==> src/rtl/ocp_pkg.sv <==
// ----------------------------------------------------------------------------
// ocp_pkg
// Shared OCP encodings for the burst master: MCmd, SResp and MBurstSeq codes,
// the master FSM state enum, and a small response classification helper.
// ----------------------------------------------------------------------------
package ocp_pkg;

    typedef enum logic [2:0] {
        MCMD_IDLE = 3'b000,
        MCMD_WR   = 3'b001,
        MCMD_RD   = 3'b010
    } mcmd_e;

    typedef enum logic [1:0] {
        SRESP_NULL = 2'b00,
        SRESP_DVA  = 2'b01,
        SRESP_FAIL = 2'b10,
        SRESP_ERR  = 2'b11
    } sresp_e;

    localparam logic [2:0] MBURSTSEQ_INCR = 3'b000;

    typedef enum logic [1:0] {
        ST_IDLE  = 2'b00,
        ST_REQ   = 2'b01,
        ST_WDATA = 2'b10,
        ST_RRESP = 2'b11
    } state_e;

    // A response beat is faulty when the slave reports FAIL or ERR.
    function automatic logic resp_is_err(input logic [1:0] resp);
        return (resp == SRESP_FAIL) || (resp == SRESP_ERR);
    endfunction

endpackage

==> src/rtl/ocp_burst_master_if.sv <==
// ----------------------------------------------------------------------------
// ocp_burst_master_if
// OCP bus between the burst master and an OCP slave.
//   master modport: drives request (MCmd/MAddr/MBurst*/MReqLast), write data
//                   (MData/MDataValid/MDataLast) and MRespAccept.
//   slave modport : drives SCmdAccept, SDataAccept, SResp, SData, SRespLast.
// ----------------------------------------------------------------------------
interface ocp_burst_master_if #(
    parameter int ADDR_W  = 32,
    parameter int DATA_W  = 32,
    parameter int BURST_W = 8
);
    logic [2:0]         MCmd;
    logic [ADDR_W-1:0]  MAddr;
    logic [BURST_W-1:0] MBurstLength;
    logic               MBurstPrecise;
    logic [2:0]         MBurstSeq;
    logic               MReqLast;
    logic [DATA_W-1:0]  MData;
    logic               MDataValid;
    logic               MDataLast;
    logic               MRespAccept;
    logic               SCmdAccept;
    logic               SDataAccept;
    logic [1:0]         SResp;
    logic [DATA_W-1:0]  SData;
    logic               SRespLast;

    modport master (
        output MCmd, MAddr, MBurstLength, MBurstPrecise, MBurstSeq, MReqLast,
        output MData, MDataValid, MDataLast, MRespAccept,
        input  SCmdAccept, SDataAccept, SResp, SData, SRespLast
    );

    modport slave (
        input  MCmd, MAddr, MBurstLength, MBurstPrecise, MBurstSeq, MReqLast,
        input  MData, MDataValid, MDataLast, MRespAccept,
        output SCmdAccept, SDataAccept, SResp, SData, SRespLast
    );
endinterface

==> src/rtl/ocp_timeout_ctr.sv <==
// ----------------------------------------------------------------------------
// ocp_timeout_ctr
// No-progress watchdog for the burst master.
//   Clk, reset  : clock, synchronous active-high reset
//   en_i        : clock enable (low holds the count)
//   active_i    : master is busy (not idle)
//   progress_i  : a beat transferred this cycle
//   expire_o    : this is the TIMEOUT-th consecutive no-progress cycle
// ----------------------------------------------------------------------------
module ocp_timeout_ctr #(
    parameter int TIMEOUT = 255
) (
    input  logic Clk,
    input  logic reset,
    input  logic en_i,
    input  logic active_i,
    input  logic progress_i,
    output logic expire_o
);
    localparam int CNT_W = (TIMEOUT < 2) ? 1 : $clog2(TIMEOUT);
    localparam logic [CNT_W-1:0] LIMIT = CNT_W'(TIMEOUT - 1);

    logic [CNT_W-1:0] cnt_q;
    logic [CNT_W-1:0] cnt_d;

    // The count reaching LIMIT means TIMEOUT stalled cycles including this one.
    assign expire_o = active_i && !progress_i && (cnt_q == LIMIT);

    // Next count: restart on idle, progress or expiry, otherwise advance.
    always_comb begin
        cnt_d = cnt_q;
        if (!en_i) begin
            cnt_d = cnt_q;
        end else if (!active_i || progress_i || expire_o) begin
            cnt_d = '0;
        end else begin
            cnt_d = cnt_q + CNT_W'(1);
        end
    end

    // Count register.
    always_ff @(posedge Clk) begin
        if (reset) begin
            cnt_q <= '0;
        end else begin
            cnt_q <= cnt_d;
        end
    end
endmodule

==> src/rtl/ocp_burst_master.sv <==
// ----------------------------------------------------------------------------
// ocp_burst_master
// Converts a bridge request (direction, address, beat count) into one precise
// INCR OCP burst. Writes are posted; reads are streamed to the bridge.
// Ports:
//   Clk, reset, EnableClk   clock, sync active-high reset, OCP clock enable
//   req_*                   bridge request handshake and descriptor
//   wr_*                    write beat stream from the bridge
//   rd_*                    read beat stream to the bridge
//   done/rsp_err/timeout    completion pulse, sticky error, timeout flag
//   ocp                     OCP bus (master modport)
// Build option: define OCP_RESP_TIMEOUT_EN to add the no-progress watchdog
// (limit TIMEOUT cycles); otherwise the master waits indefinitely.
// ----------------------------------------------------------------------------
module ocp_burst_master
    import ocp_pkg::*;
#(
    parameter int ADDR_W  = 32,
    parameter int DATA_W  = 32,
    parameter int BURST_W = 8,
    parameter int TIMEOUT = 255
) (
    input  logic               Clk,
    input  logic               reset,
    input  logic               EnableClk,
    input  logic               req_valid,
    output logic               req_ready,
    input  logic               req_write,
    input  logic [ADDR_W-1:0]  req_addr,
    input  logic [BURST_W-1:0] req_len,
    input  logic [DATA_W-1:0]  wr_data,
    input  logic               wr_valid,
    output logic               wr_ready,
    output logic [DATA_W-1:0]  rd_data,
    output logic               rd_valid,
    output logic               rd_last,
    input  logic               rd_ready,
    output logic               done,
    output logic               rsp_err,
    output logic               timeout,
    ocp_burst_master_if.master ocp
);
    state_e             state_q;
    logic               write_q;
    logic [ADDR_W-1:0]  addr_q;
    logic [BURST_W-1:0] len_q;
    logic [BURST_W-1:0] cnt_q;
    logic               done_q;
    logic               rsp_err_q;
    logic               timeout_q;
    logic [2:0]         mcmd_q;
    logic               mreqlast_q;

    logic last_beat_s;
    logic wr_xfer_s;
    logic rd_xfer_s;
    logic expire_s;

    assign last_beat_s = (cnt_q == (len_q - BURST_W'(1)));
    assign wr_xfer_s   = (state_q == ST_WDATA) && wr_valid && ocp.SDataAccept;
    assign rd_xfer_s   = (state_q == ST_RRESP) && (ocp.SResp != SRESP_NULL) && rd_ready;

`ifdef OCP_RESP_TIMEOUT_EN
    ocp_timeout_ctr #(.TIMEOUT(TIMEOUT)) u_timeout_ctr (
        .Clk        (Clk),
        .reset      (reset),
        .en_i       (EnableClk),
        .active_i   (state_q != ST_IDLE),
        .progress_i (wr_xfer_s || rd_xfer_s),
        .expire_o   (expire_s)
    );
`else
    assign expire_s = 1'b0;
`endif

    assign ocp.MCmd          = mcmd_q;
    assign ocp.MAddr         = addr_q;
    assign ocp.MBurstLength  = len_q;
    assign ocp.MBurstPrecise = 1'b1;
    assign ocp.MBurstSeq     = MBURSTSEQ_INCR;
    assign ocp.MReqLast      = mreqlast_q;
    assign done              = done_q;
    assign rsp_err           = rsp_err_q;
    assign timeout           = timeout_q;

    // Beat-level pass-through handshakes, live only in their data state.
    always_comb begin
        req_ready       = 1'b0;
        wr_ready        = 1'b0;
        rd_valid        = 1'b0;
        rd_data         = '0;
        rd_last         = 1'b0;
        ocp.MData       = '0;
        ocp.MDataValid  = 1'b0;
        ocp.MDataLast   = 1'b0;
        ocp.MRespAccept = 1'b0;
        case (state_q)
            ST_IDLE: begin
                req_ready = 1'b1;
            end
            ST_WDATA: begin
                ocp.MData      = wr_data;
                ocp.MDataValid = wr_valid;
                ocp.MDataLast  = last_beat_s;
                wr_ready       = ocp.SDataAccept;
            end
            ST_RRESP: begin
                ocp.MRespAccept = rd_ready;
                rd_valid        = (ocp.SResp != SRESP_NULL);
                rd_data         = ocp.SData;
                rd_last         = last_beat_s;
            end
            default: begin
                req_ready = 1'b0;
            end
        endcase
    end

    // Burst FSM with registered OCP request and status outputs.
    always_ff @(posedge Clk) begin
        if (reset) begin
            state_q    <= ST_IDLE;
            write_q    <= 1'b0;
            addr_q     <= '0;
            len_q      <= BURST_W'(1);
            cnt_q      <= '0;
            done_q     <= 1'b0;
            rsp_err_q  <= 1'b0;
            timeout_q  <= 1'b0;
            mcmd_q     <= MCMD_IDLE;
            mreqlast_q <= 1'b0;
        end else if (EnableClk) begin
            done_q <= 1'b0;
            if (expire_s) begin
                state_q    <= ST_IDLE;
                cnt_q      <= '0;
                done_q     <= 1'b1;
                rsp_err_q  <= 1'b1;
                timeout_q  <= 1'b1;
                mcmd_q     <= MCMD_IDLE;
                mreqlast_q <= 1'b0;
            end else begin
                case (state_q)
                    ST_IDLE: begin
                        if (req_valid) begin
                            write_q    <= req_write;
                            addr_q     <= req_addr;
                            // A zero beat count still moves one beat.
                            len_q      <= (req_len == '0) ? BURST_W'(1) : req_len;
                            cnt_q      <= '0;
                            rsp_err_q  <= 1'b0;
                            timeout_q  <= 1'b0;
                            mcmd_q     <= req_write ? MCMD_WR : MCMD_RD;
                            mreqlast_q <= 1'b1;
                            state_q    <= ST_REQ;
                        end
                    end
                    ST_REQ: begin
                        if (ocp.SCmdAccept) begin
                            mcmd_q     <= MCMD_IDLE;
                            mreqlast_q <= 1'b0;
                            state_q    <= write_q ? ST_WDATA : ST_RRESP;
                        end
                    end
                    ST_WDATA: begin
                        if (wr_xfer_s) begin
                            if (last_beat_s) begin
                                cnt_q   <= '0;
                                done_q  <= 1'b1;
                                state_q <= ST_IDLE;
                            end else begin
                                cnt_q <= cnt_q + BURST_W'(1);
                            end
                        end
                    end
                    ST_RRESP: begin
                        if (rd_xfer_s) begin
                            // Error is sticky; the burst still runs to its last beat.
                            if (resp_is_err(ocp.SResp) || (ocp.SRespLast != last_beat_s)) begin
                                rsp_err_q <= 1'b1;
                            end
                            if (last_beat_s) begin
                                cnt_q   <= '0;
                                done_q  <= 1'b1;
                                state_q <= ST_IDLE;
                            end else begin
                                cnt_q <= cnt_q + BURST_W'(1);
                            end
                        end
                    end
                    default: begin
                        state_q <= ST_IDLE;
                    end
                endcase
            end
        end
    end
endmodule

==> src/flat_wrapper.sv <==
// flat-port wrapper written by rule: the top's interface ports become plain ports
module ocp_burst_master_flat import ocp_pkg::*;
#(
    parameter int ADDR_W  = 32,
    parameter int DATA_W  = 32,
    parameter int BURST_W = 8,
    parameter int TIMEOUT = 255
)
  (Clk, reset, EnableClk, req_valid, req_ready, req_write, req_addr, req_len, wr_data, wr_valid, wr_ready, rd_data, rd_valid, rd_last, rd_ready, done, rsp_err, timeout, ocp_MCmd, ocp_MAddr, ocp_MBurstLength, ocp_MBurstPrecise, ocp_MBurstSeq, ocp_MReqLast, ocp_MData, ocp_MDataValid, ocp_MDataLast, ocp_MRespAccept, ocp_SCmdAccept, ocp_SDataAccept, ocp_SResp, ocp_SData, ocp_SRespLast);
  ocp_burst_master_if #(.ADDR_W(ADDR_W), .DATA_W(DATA_W), .BURST_W(BURST_W)) ocp_i ();
  input  logic Clk;
  input  logic reset;
  input  logic EnableClk;
  input  logic req_valid;
  output logic req_ready;
  input  logic req_write;
  input  logic [ADDR_W-1:0] req_addr;
  input  logic [BURST_W-1:0] req_len;
  input  logic [DATA_W-1:0] wr_data;
  input  logic wr_valid;
  output logic wr_ready;
  output logic [DATA_W-1:0] rd_data;
  output logic rd_valid;
  output logic rd_last;
  input  logic rd_ready;
  output logic done;
  output logic rsp_err;
  output logic timeout;
  output wire logic [$bits(ocp_i.MCmd)-1:0] ocp_MCmd;
  output wire logic [$bits(ocp_i.MAddr)-1:0] ocp_MAddr;
  output wire logic [$bits(ocp_i.MBurstLength)-1:0] ocp_MBurstLength;
  output wire logic [$bits(ocp_i.MBurstPrecise)-1:0] ocp_MBurstPrecise;
  output wire logic [$bits(ocp_i.MBurstSeq)-1:0] ocp_MBurstSeq;
  output wire logic [$bits(ocp_i.MReqLast)-1:0] ocp_MReqLast;
  output wire logic [$bits(ocp_i.MData)-1:0] ocp_MData;
  output wire logic [$bits(ocp_i.MDataValid)-1:0] ocp_MDataValid;
  output wire logic [$bits(ocp_i.MDataLast)-1:0] ocp_MDataLast;
  output wire logic [$bits(ocp_i.MRespAccept)-1:0] ocp_MRespAccept;
  input wire logic [$bits(ocp_i.SCmdAccept)-1:0] ocp_SCmdAccept;
  input wire logic [$bits(ocp_i.SDataAccept)-1:0] ocp_SDataAccept;
  input wire logic [$bits(ocp_i.SResp)-1:0] ocp_SResp;
  input wire logic [$bits(ocp_i.SData)-1:0] ocp_SData;
  input wire logic [$bits(ocp_i.SRespLast)-1:0] ocp_SRespLast;
  assign ocp_MCmd = ocp_i.MCmd;
  assign ocp_MAddr = ocp_i.MAddr;
  assign ocp_MBurstLength = ocp_i.MBurstLength;
  assign ocp_MBurstPrecise = ocp_i.MBurstPrecise;
  assign ocp_MBurstSeq = ocp_i.MBurstSeq;
  assign ocp_MReqLast = ocp_i.MReqLast;
  assign ocp_MData = ocp_i.MData;
  assign ocp_MDataValid = ocp_i.MDataValid;
  assign ocp_MDataLast = ocp_i.MDataLast;
  assign ocp_MRespAccept = ocp_i.MRespAccept;
  assign ocp_i.SCmdAccept = ocp_SCmdAccept;
  assign ocp_i.SDataAccept = ocp_SDataAccept;
  assign ocp_i.SResp = ocp_SResp;
  assign ocp_i.SData = ocp_SData;
  assign ocp_i.SRespLast = ocp_SRespLast;
  ocp_burst_master #(.ADDR_W(ADDR_W), .DATA_W(DATA_W), .BURST_W(BURST_W), .TIMEOUT(TIMEOUT)) u_core (.Clk(Clk), .reset(reset), .EnableClk(EnableClk), .req_valid(req_valid), .req_ready(req_ready), .req_write(req_write), .req_addr(req_addr), .req_len(req_len), .wr_data(wr_data), .wr_valid(wr_valid), .wr_ready(wr_ready), .rd_data(rd_data), .rd_valid(rd_valid), .rd_last(rd_last), .rd_ready(rd_ready), .done(done), .rsp_err(rsp_err), .timeout(timeout), .ocp(ocp_i));
endmodule
==> config.mk <==
export PLATFORM = sky130hd
export DESIGN_NAME = ocp_burst_master_flat
export DESIGN_NICKNAME = d
export VERILOG_FILES = /design/src/rtl/ocp_pkg.sv /design/src/rtl/ocp_burst_master_if.sv /design/src/rtl/ocp_timeout_ctr.sv /design/src/rtl/ocp_burst_master.sv /design/src/flat_wrapper.sv
export SDC_FILE = /design/constraint.sdc
export NUM_CORES = 1
export LEC_CHECK = 0
export CORE_UTILIZATION = 30
export DETAILED_ROUTE_END_ITERATION = 16
export PLACE_DENSITY_LB_ADDON = 0.15
export SKIP_LAST_GASP = 1
export SYNTH_ARGS = -nofsm -noshare
export SYNTH_HDL_FRONTEND = slang
export SYNTH_SLANG_ARGS = --single-unit
==> constraint.sdc <==
create_clock -name Clk -period 2.1 [get_ports Clk]
set_input_delay 0.525 -clock Clk [delete_from_list [all_inputs] [get_ports Clk]]
set_output_delay 0.525 -clock Clk [all_outputs]
set_load 0.01 [all_outputs]
* Word-level counts from Yosys, hierarchy flattened
Cells that the tools add are included.
** Storage, ports and cells
- Bits in registers :: 57
- Bits of input ports :: 116
- Output and inout port bits :: 122
- Logic and storage cells :: 77
** Operators by class
- Add/subtract/negate cells :: 2
- Eq/ne operators :: 12
- Multiplexer cells :: 37
- Reduce and logical (&&, ||, !) cells :: 17
** Operators by type and width (number)
- $mux W32 :: 2
- $mux W8 :: 5
- $pmux W8 S3 :: 1
- $mux W1 :: 16
- $reduce_and A5 Y1 :: 3
- $mux W2 :: 6
- $add A8 B1 Y8 const B :: 1
- $eq A2 B2 Y1 const B :: 4
- $eq A8 B8 Y1 :: 1
- $logic_not A8 Y1 :: 1
- $pmux W2 S4 :: 1
- $sub A8 B1 Y8 const B :: 1
- $mux W3 :: 2
- $ne A2 B2 Y1 const B :: 3
- $pmux W1 S2 :: 3
- $pmux W3 S2 :: 1
- $reduce_bool A2 Y1 :: 3
- $logic_and A1 B1 Y1 :: 4
- $ne A2 B1 Y1 const B :: 2
- $reduce_and A4 Y1 :: 1
- $reduce_and A3 Y1 :: 1
- $reduce_bool A3 Y1 :: 1
- $eq A2 B1 Y1 const B :: 1
- $logic_not A2 Y1 :: 1
- 2 further kinds :: 3

* Logic depth before layout (Yosys ltp)
- Word-level depth :: 7
- Depth in mapped cells :: 9
- Depth with buffers taken out :: 8

* Worst setup path before layout
Ideal clock, no wire load.
- Path kind :: reg-to-output
- Start point :: reg u_core.len_q[0] (netlist: u_core.ocp.MBurstLength[0])
- End point :: out ocp_MDataLast
- Arrival :: 1.789 ns
- Data required time :: 1.575 ns
- Slack :: -0.214 ns
- Cell stages (with the launch flop) :: 8
- Buffers on the path :: 0
- Cell sequence :: dfxtp_1 > inv_1 > ha_1 > and2_1 > o21a_1 > o31ai_1 > o2111a_2 > and2_2
** On the way
- Word-level cells in the longest chain between the ends :: 3
** RTL lines
- from (decl) :: line ocp_burst_master.sv:46 : logic [BURST_W-1:0] len_q;
- from (signal assigned) :: line ocp_burst_master.sv:149 : len_q <= (req_len == '0) ? BURST_W'(1) : req_len;
- $sub A8 B1 Y8 :: line ocp_burst_master.sv:59 : assign last_beat_s = (cnt_q == (len_q - BURST_W'(1)));
- $eq A8 B8 Y1 :: line ocp_burst_master.sv:59
- $mux W1 :: line ocp_burst_master.sv:97 : case (state_q)
- to (decl) :: line flat_wrapper.sv:37 : output wire logic [$bits(ocp_i.MDataLast)-1:0] ocp_MDataLast;
No other way between the ends.

* Worst setup path in the final report
- Start point :: reg u_core.len_q[1] (netlist: u_core.ocp.MBurstLength[1])
- End point :: out ocp_MDataLast
The elaborated chain is that of the path after synthesis.

==> flow_summary.yaml <==
sta:
  fin_skew_ns: 0.00975
  final_hold_viol_count: 0
  rsz0062_at_grt: "true"
  slew_violations: 0
  hold_ws_ns: 0.457
  finalWorstSetupSlack_ns: -0.420
  period_needed_ns: 2.52
  setup_viol: 2
  period_share_pct: 120
  timing.fmax_ghz: 0.397
  setup_tns_ns: -0.833
detailed_routing:
  dr.pass1.iters: 6
  dr_total_vias: 3543
  drtAntennaViolNets: 0
  wl_per_cell_um: 14.3
  drc: 0
  vias_per_cell: 4.49
  routed_wl_um: 11300
  drt_iter0_markers: 61
layout:
  fin_area_um2: 6120
  regArea_um2: 1140
  final_nets: 778
  nFillCells: 887
  diodes: 0
  synthToLayoutAreaGrowth_pct: 102
  multi_input_area_um2: 1850
  drive_above_1_share_pct: 14.2
critical_path:
  cp_max_fo: 3
  cp_slowest_stage_delay_ns: 0.38
  crit_type: "reg -> out"
  required_ns: 1.57
  critPathCaptureType: "output pin"
  cp_num_buf_inv: 3
  cp_top_family: "compound AO/OA/AOI/OAI gates"
  crit_arrival_ns: 1.99
  crit_path_cell_trace: "inv_4 > ha_4 > and2_4 > o21a_1 > o31ai_1 > o2111a_2 > buf_6 > and2_4 > buf_6"
  start_kind: "register"
  critPathSlowestCell: "dfxtp_4"
placed_design:
  post-place-ws_ns: -0.482
  place_congestion: 0.785
  io_buffer_count: 231
  dp_hpwl_um: 8660
  dpl-instance-area_um2: 5790
floorplanning:
  die-area_um2: 10500
  ios: 238
  die_h_um: 103
  start_util_pct: 31.0
  die_x_um: 103
  coreArea_um2: 9770
  rows: 36
synthesis:
  syn_area_per_cell_um2: 7.68
  post-synth-top-count-cell: "nand2_1"
  yosysWarnings: 0
  synthAdderAreaFrac_pct: 2.48
  async_reset_ff_share_pct: 0
  netlist.area_leader.share_pct: 37.0
  synth_area_um2: 3030
  synthXorXnorAreaFrac_pct: 4.91
  ys_seq_area_share_pct: 37.0
  synth_top_flop_cell: "dfxtp_1"
  syn-instance-count: 395
  synth-seq-cells: 56
  synth_compound_area_share_pct: 12.5
  yosys.area_share.simple_pct: 36.4
  yosys.area.top_type: "dfxtp_1"
  yosys-top-cells-count: "nand2_1 (93), and2_1 (68), dfxtp_1 (56)"
  synth_top_family_by_area: "simple AND/OR/NAND/NOR gates"
  ys_types: 48
  synth.area.top_cells: "dfxtp_1 (37%), and2_1 (14%), nand2_1 (12%), a21oi_1 (7.1%), xnor2_1 (4.0%)"
  synthMuxAreaShare_pct: 0.990
  synth-edff-count: 0
status:
  status: "finished, violations left"
  violations: "setup timing"
cts:
  clk_pin_slew_ns: 0.10
  htreeDepth: 2
  hold_buffers: 0
  clk_latency_ns: 0.31
  cts.path.max_buffers: 2
  clock-sinks: 56
  clockRootBuffer: "clkbuf_8"
  cts_tree: "done"
  cts_made_buffers: 5
global_routing:
  grt.busiest_layer: "met2"
  antenna_found_initial: 0
  grt_max_degree: 43
  grtUsageTotal_pct: 20.9
  grt_pass1_vias: 3491
  grt_first_pass_wirelength_um: 17100
  globalRouteOverflowTotal: 0
  grt_use_met3_pct: 6.03
  use_met1_pct: 25.2
  grt_use_met2_pct: 36.7
pwr:
  leakage_nw: 3.03
  irDropWorstVdd_uv: 352
  p_per_area_nw_per_um2: 486
  power.total_mw: 2.97
run:
  max_cap_viol_count: 0
worst_hold_path:
  worstHoldPathType: "reg -> reg"
[stage by stage]
stage,instances,utilization [%]
global placement,777,59.3
finish,789,62.6
floorplan,399,-
detailed placement,777,59.3
CTS,789,61.3
global route,789,62.6
[power by group]
group | internal [mW] | switching, mW | leakage, nW
registers | 1.13 | 0.0423 | 0.459
clock network | 0.422 | 0.352 | 0.0624
logic | 0.598 | 0.429 | 2.51
[registers in the layout (all words and copies together), names as in the netlist]
signal / flops
u_core.rsp_err: 1
u_core.state_q: 2
u_core.write_q: 1
u_core.ocp.MBurstLength: 8
u_core.done: 1
u_core.cnt_q: 8
u_core.ocp.MCmd: 2
u_core.ocp.MAddr: 32
u_core.ocp.MReqLast: 1
[cells in the final DEF (no fill, tap or decap), types with 4 or more instances in the layout]
master	n
a21oi_1	43
and2_1	67
and2_4	4
buf_12	4
buf_4	39
buf_6	7
clkbuf_8	5
clkdlybuf4s15_1	10
clkdlybuf4s50_1	159
conb_1	6
dfxtp_1	51
dfxtp_4	4
dlygate4sd2_1	24
dlymetal6s2s_1	33
inv_1	5
nand2_1	92
nand3_1	6
nor2_1	7
nor3_1	5
nor3_2	8
xnor2_1	14
[worst register-to-register path, cell delays in order, from the launching register on]
cell and delay, ns:
dfxtp_4 0.37, buf_6 0.13, nor3_4 0.20, and4bb_1 0.21, o2bb2ai_1 0.11, o2111a_2 0.29, buf_6 0.12, buf_6 0.13
o211ai_4 0.18, mux2i_1 0.22
[area by class of cell]
class	instances	area share [%]
repair buffers	280	45.9
multi-input cells	305	30.2
flip-flops and latches	56	18.6
well taps	133	2.72
clock buffers	6	1.53
inverters	8	0.573
clock inverters	1	0.491
[worst paths after layout]
| check | end | depth (start not counted) | start | slack (ns) |
|---|---|---|---|---|
| worst min-delay path | u_core.ocp.MAddr[14] | 2 | u_core.ocp.MAddr[14] | 0.46 |
| worst max-delay path | ocp_MDataLast | 9 | u_core.ocp.MBurstLength[1] | -0.42 |
| worst min register to register | u_core.ocp.MAddr[14] | 2 | u_core.ocp.MAddr[14] | 0.46 |
| worst max register to register | u_core.state_q[1] | 9 | u_core.ocp.MBurstLength[1] | 0.06 |
[cell families (layout without fill, tap and decap cells)]
logic type,count (synthesis),in the layout
AOI/OAI and AO/OA,63,63
xor gates and xnor gates,17,17
adders and majority gates,6,6
buffers and inverters,38,295
DFF,56,56
muxes,3,3
other,2,6
and+or+nand+nor,210,210
[routing by layer]
metal | share of wire (%) | wire, um
met2 | 52 | 5910
met3 | 5.9 | 670
met5 | 0 | 0
met4 | 1.1 | 120
met1 | 41 | 4590
[what timing repair did]
action | CTS | global route
buffers inserted | 4 | 1
cloned | 1 | 0
endpoints found under the setup margin | 72 | 58
pin swaps | 5 | 7
resized for setup | 67 | 51
Power figures use the tool's default switching activity.
